**config.mk**
```make
export PLATFORM = sky130hd
export DESIGN_NAME = tone_generator
export DESIGN_NICKNAME = d
export VERILOG_FILES = /design/src/rtl/tone_generator.sv
export SDC_FILE = /design/constraint.sdc
export NUM_CORES = 1
export LEC_CHECK = 0
export BUFFER_PORTS_ARGS = -buffer_cell sky130_fd_sc_hd__buf_2
export CAP_MARGIN = 5
export CORE_MARGIN = 2
export CORE_UTILIZATION = 40
export CTS_BUF_LIST = sky130_fd_sc_hd__clkbuf_8 sky130_fd_sc_hd__clkbuf_16
export CTS_CLUSTER_DIAMETER = 40
export CTS_CLUSTER_SIZE = 8
export DETAILED_ROUTE_END_ITERATION = 7
export GPL_TIMING_DRIVEN = 1
export SLEW_MARGIN = 5
export SYNTH_ARGS = -nofsm -noshare
export SYNTH_HDL_FRONTEND = slang
export SYNTH_SLANG_ARGS = --single-unit
```
**constraint.sdc**
```tcl
create_clock -name I_CLK -period 4.6 [get_ports I_CLK]
set_input_delay 0.46 -clock I_CLK [delete_from_list [all_inputs] [get_ports I_CLK]]
set_output_delay 0.46 -clock I_CLK [all_outputs]
set_load 0.005 [all_outputs]
```
**src/rtl/tone_generator.sv**
```systemverilog
// tone_generator: keyboard-to-audio stage.
// Synchronizes and debounces seven note keys, picks the lowest pressed key,
// and divides the system clock by a per-note, per-octave half-period count
// to produce a 50 % square wave on the buzzer output.
// Optional feature macro: TONE_SUSTAIN_EN adds a RELEASE state with a 25-bit
// sustain counter so the last note rings on after all keys are released.
module tone_generator #(
  parameter int DEB     = 1_000_000,
  parameter int SUSTAIN = 25_000_000
) (
  input  logic       I_CLK,
  input  logic       I_RST,
  input  logic [6:0] I_KEY,
  input  logic [1:0] I_OCT,
  output logic       O_AUDIO,
  output logic [2:0] O_NOTE,
  output logic       O_BUSY
);

  typedef enum logic [1:0] {
    IDLE    = 2'd0,
    PLAY    = 2'd1,
    RELEASE = 2'd2
  } state_t;

  localparam int            DW      = (DEB > 1) ? $clog2(DEB) : 1;
  localparam logic [DW-1:0] DEB_MAX = DW'(DEB - 1);

`ifdef TONE_SUSTAIN_EN
  localparam logic [24:0] SUS_MAX = 25'(SUSTAIN - 1);
`endif

  logic [6:0]    keyMeta_q, keySync_q, keyPrev_q, kd_q;
  logic [DW-1:0] stab_q, stab_d;
  logic          kdLoad;
  logic [2:0]    idx;
  logic [17:0]   baseHalf, newHalf;

  state_t        state_q, state_d;
  logic [17:0]   half_q, half_d;
  logic [17:0]   tone_q, tone_d;
  logic          audio_q, audio_d;
  logic [2:0]    note_q, note_d;
  logic          toneWrap;
  logic [17:0]   toneRun;
  logic          audioRun;
`ifdef TONE_SUSTAIN_EN
  logic [24:0]   sus_q, sus_d;
`endif

  // Two-flop synchronizer, previous-value register and accepted-key register.
  always_ff @(posedge I_CLK) begin
    if (I_RST) begin
      keyMeta_q <= '0;
      keySync_q <= '0;
      keyPrev_q <= '0;
      stab_q    <= '0;
      kd_q      <= '0;
    end else begin
      keyMeta_q <= I_KEY;
      keySync_q <= keyMeta_q;
      keyPrev_q <= keySync_q;
      stab_q    <= stab_d;
      if (kdLoad) kd_q <= keySync_q;
    end
  end

  // Stability counter: restarts on any change and saturates once accepted.
  always_comb begin
    stab_d = stab_q;
    if (keySync_q != keyPrev_q) stab_d = '0;
    else if (stab_q != DEB_MAX) stab_d = stab_q + DW'(1);
    kdLoad = (stab_d == DEB_MAX);
  end

  // Lowest pressed key wins; descending scan lets the lowest bit overwrite.
  always_comb begin
    idx = '0;
    for (int i = 6; i >= 0; i--) begin
      if (kd_q[i]) idx = 3'(i + 1);
    end
  end

  // Half-period lookup for the fourth octave, shifted down by the octave input.
  always_comb begin
    case (idx)
      3'd1:    baseHalf = 18'd191110;
      3'd2:    baseHalf = 18'd170265;
      3'd3:    baseHalf = 18'd151685;
      3'd4:    baseHalf = 18'd143171;
      3'd5:    baseHalf = 18'd127551;
      3'd6:    baseHalf = 18'd113636;
      3'd7:    baseHalf = 18'd101239;
      default: baseHalf = 18'd0;
    endcase
    newHalf = baseHalf >> I_OCT;
  end

  // State, tone divider and output registers.
  always_ff @(posedge I_CLK) begin
    if (I_RST) begin
      state_q <= IDLE;
      half_q  <= '0;
      tone_q  <= '0;
      audio_q <= 1'b0;
      note_q  <= '0;
`ifdef TONE_SUSTAIN_EN
      sus_q   <= '0;
`endif
    end else begin
      state_q <= state_d;
      half_q  <= half_d;
      tone_q  <= tone_d;
      audio_q <= audio_d;
      note_q  <= note_d;
`ifdef TONE_SUSTAIN_EN
      sus_q   <= sus_d;
`endif
    end
  end

  // Next-state logic; a reload keeps the audio level so no short glitch appears.
  always_comb begin
    toneWrap = (tone_q == half_q - 18'd1);
    toneRun  = toneWrap ? 18'd0 : tone_q + 18'd1;
    audioRun = toneWrap ? ~audio_q : audio_q;

    state_d = state_q;
    half_d  = half_q;
    tone_d  = tone_q;
    audio_d = audio_q;
    note_d  = note_q;
`ifdef TONE_SUSTAIN_EN
    sus_d   = sus_q;
`endif

    case (state_q)
      IDLE: begin
        audio_d = 1'b0;
        note_d  = '0;
        tone_d  = '0;
        if (idx != 3'd0) begin
          state_d = PLAY;
          half_d  = newHalf;
          tone_d  = '0;
          note_d  = idx;
        end
      end
      PLAY: begin
        if (idx == 3'd0) begin
`ifdef TONE_SUSTAIN_EN
          state_d = RELEASE;
          sus_d   = '0;
          tone_d  = toneRun;
          audio_d = audioRun;
`else
          state_d = IDLE;
          tone_d  = '0;
          audio_d = 1'b0;
          note_d  = '0;
`endif
        end else if (idx != note_q) begin
          half_d = newHalf;
          tone_d = '0;
          note_d = idx;
        end else begin
          tone_d  = toneRun;
          audio_d = audioRun;
        end
      end
`ifdef TONE_SUSTAIN_EN
      RELEASE: begin
        if (idx != 3'd0) begin
          state_d = PLAY;
          half_d  = newHalf;
          tone_d  = '0;
          note_d  = idx;
        end else if (sus_q == SUS_MAX) begin
          state_d = IDLE;
          tone_d  = '0;
          audio_d = 1'b0;
          note_d  = '0;
        end else begin
          sus_d   = sus_q + 25'd1;
          tone_d  = toneRun;
          audio_d = audioRun;
        end
      end
`endif
      default: begin
        state_d = IDLE;
        audio_d = 1'b0;
        note_d  = '0;
        tone_d  = '0;
      end
    endcase
  end

  assign O_AUDIO = audio_q;
  assign O_NOTE  = note_q;
  assign O_BUSY  = (state_q != IDLE);

endmodule

```
==> impl_metrics.tcl <==
set metrics [dict create \
    swShare_pct 32.5 \
    grt_max_degree 54 \
    drc 0 \
    switchingPower_mw 0.682 \
    critPathLaunchType "register" \
    synth.area.mux_share_pct 2.29 \
    end_kind "register" \
    diodes 0 \
    htree_levels 3 \
    io_buffers 15 \
    cts_root_buffer "clkbuf_16" \
    synth_xor_area_share_pct 11.3 \
    clk_pin_slew_worst_paths_ns 0.07 \
    slew_headroom_pct 25.8 \
    synth_compound_area_share_pct 18.5 \
    ys_ff_latch 89 \
    crit_required_ns 4.86 \
    overflow 0 \
    cts-resized-gates 0 \
    cts_max_path_buffers 2 \
    power_frac_seq_pct 40.8 \
    die_h_um 118 \
    synth.distinct_cells 65 \
    die_x_um 118 \
    drive_gt1_share_pct 7.62 \
    gp_congestion 0.869 \
    yosys.area_share.simple_pct 27.8 \
    drt_iter0_markers 221 \
    antenna_found_initial 0 \
    slowest_delay_ns 0.76 \
    synthTopCellsByArea "dfxtp_1, xnor2_1, nor2_1" \
    status "complete, no violations" \
    cts_buffers 9 \
    drv_slew 0 \
    p_int_mw 1.42 \
    fin_setup_tns_ns 0 \
    critical-path-top-delay-family "compound AO/OA/AOI/OAI gates" \
    wirelength_mm 11.8 \
    die_area_mm2 0.0139 \
    syn2layout_area_growth_pct 8.64 \
    post_synth.cell_area_avg_um2 7.94 \
    start_util_pct 41.1 \
    yosysTopAreaCell "dfxtp_1" \
    fin_crit_ns 3.33 \
    setup_viol 0 \
    numClockSinks 89 \
    placementRows 41 \
    synthAdderAreaFrac_pct 1.40 \
    cp_common_cell "a21oi_1" \
    cp_max_fo 15 \
    postCtsSetupBuffers 0 \
    synth_top_family_by_area "simple AND/OR/NAND/NOR gates" \
    power_mw 2.10 \
    crit_type "register to register" \
    syn_inst 653 \
    cts_tree "built" \
    fillCellCount 1292 \
    hold_class "input port to register" \
    synth-edff-count 0 \
    grt_pass1_wl_mm 20.1 \
    firstDrtPassIters 4 \
    crit_chain "nand2b_1 > a21o_1 > a21oi_1 > nor4_1 > ha_1 > nor2_1 > a21oi_1 > a311oi_1" \
    core_area_mm2 0.0126 \
    io_pins 16 \
    yosysWarnings 0 \
    antenna_left 0 \
    clk_latency_ns 0.36 \
    hpwl_mm 8.31 \
    slowest_stage "a21oi_1" \
    cap_violations 0 \
    final_hold_viol_count 0 \
    syn_nets 669 \
    leakage_nw 1.95 \
    cp.arrival_ns 3.59 \
    via_count 4588 \
    fmax_ghz 0.300 \
    yosys_most_used_dff "dfxtp_1" \
    cp_num_buf_inv 0 \
    grt_usage_pct 17.4 \
    fin_skew_ns 0.00813 \
    irDropWorstVdd_v 0.000212 \
    grt_pass1_vias 4108 \
    p_comb_share_pct 23.9 \
    synth_top_area_share_pct 34.4 \
    rsz0062_at_grt "no" \
    fin_crit_sh_pct 72.4 \
    wire_per_inst_um 14.4 \
    layout.nets 654 \
    vias_per_cell 5.63 \
    clockPowerShare_pct 35.3 \
    ctsHoldBuffers 0 \
    power_density_mw_per_mm2 373 \
    synth_async_sr_flop_share_pct 0 \
    netlist_area_mm2 0.00518 \
    worstMarginPinSlew_ns 1.11 \
    ys_seq_area_share_pct 34.4 \
]
-- worst paths after layout --
kind	from	end	cells past startpoint	slack (ns)
setup / recovery	kd_q[5]	half_q[11]	8	1.27
hold / removal	I_KEY[5]	keyMeta_q[5]	2	0.30
setup reg to reg	kd_q[5]	half_q[11]	8	1.27
hold reg to reg	keyMeta_q[5]	keySync_q[5]	1	0.44
-- placed cells by master, fill, tap and decap left out, drive strengths merged, types with 19 or more instances in the layout --
| cell type | n |
|---|---|
| dfxtp | 89 |
| nor2 | 78 |
| a21oi | 50 |
| xnor2 | 36 |
| nor3 | 35 |
| xor2 | 31 |
| o21ai | 31 |
| nand2 | 28 |
| nor2b | 28 |
| nand3 | 26 |
| inv | 20 |
| buf | 19 |
-- cell usage after synthesis (4+ instances only) --
master    number
nor3_1        34
nor2_1        77
xor2_1        31
nand2_1       28
o22ai_1        4
nand3_1       26
mux2i_1        4
buf_2          4
dfxtp_1       89
a31oi_1        4
o21ai_0       28
o31ai_1        7
a21o_1         5
ha_1           5
nor4_1        11
clkbuf_1      39
xnor2_1       36
a22oi_1        6
nand2b_1       7
mux2_1         7
o211ai_1       5
a211oi_1       8
inv_1         14
nand4_1       11
or2_2          7
nor4b_1        5
a21oi_1       50
nor2b_1       28
and3_1        10
or4_1          7
-- power groups by stage --
stage	Combinational [mW]	Clock [mW]	Sequential [mW]
after floorplan	0.419	0	0.856
after global placement	0.486	0	0.872
after detailed placement	0.496	0	0.873
after CTS	0.498	0.757	0.854
after global routing	0.557	0.792	0.862
final	0.501	0.741	0.856
-- kinds of logic (layout without fill, tap and decap cells) --
logic type,Yosys count,after routing
and+or+nand+nor,271,271
AOI/OAI and AO/OA,150,150
DFF,89,89
xor gates and xnor gates,67,67
buffers and inverters,59,49
muxes,11,11
adders and majority gates,6,6
-- routing by layer --
metal	up-vias	part of all wire (%)	track usage, %
li1	2301	-	-
met1	2157	50	23.9
met2	108	44	26.8
met3	22	3.7	3.54
met4	0	2.1	7.08
met5	-	0	0
-- state kept, by name, indices dropped and copies added, names as in the netlist, 3 cells and up --
register and count:
O_NOTE 3, half_q 18, kd_q 7, keyMeta_q 7
keyPrev_q 7, keySync_q 7, stab_q 20, tone_q 18
-- cell type report --
cell class | instances | area (um^2) | area share, %
Inverter | 14 | 52.6 | 0.933
Clock inverter | 7 | 76.3 | 1.36
Tap cell | 172 | 215 | 3.82
Clock buffer | 9 | 225 | 4.00
Sequential cell | 89 | 1780 | 31.6
Timing Repair Buffer | 19 | 105 | 1.87
Multi-Input combinational cell | 505 | 3170 | 56.4
-- per-stage QoR --
stage / hold WS [ns] / area, um^2 / setup WS (ns) / utilization (%) / instances
3_3_place_gp: 0.422 / 5330 / 1.48 / 42.2 / 799
3_5_place_dp: 0.428 / 5330 / 1.35 / 42.2 / 799
4_1_cts: 0.301 / 5630 / 1.33 / 44.6 / 815
2_1_floorplan: 0.414 / 5180 / 1.72 / - / 653
5_1_grt: 0.311 / 5630 / 0.975 / 44.6 / 815
6_report: 0.304 / 5630 / 1.27 / 44.6 / 815
(Power assumes the default switching activity.)
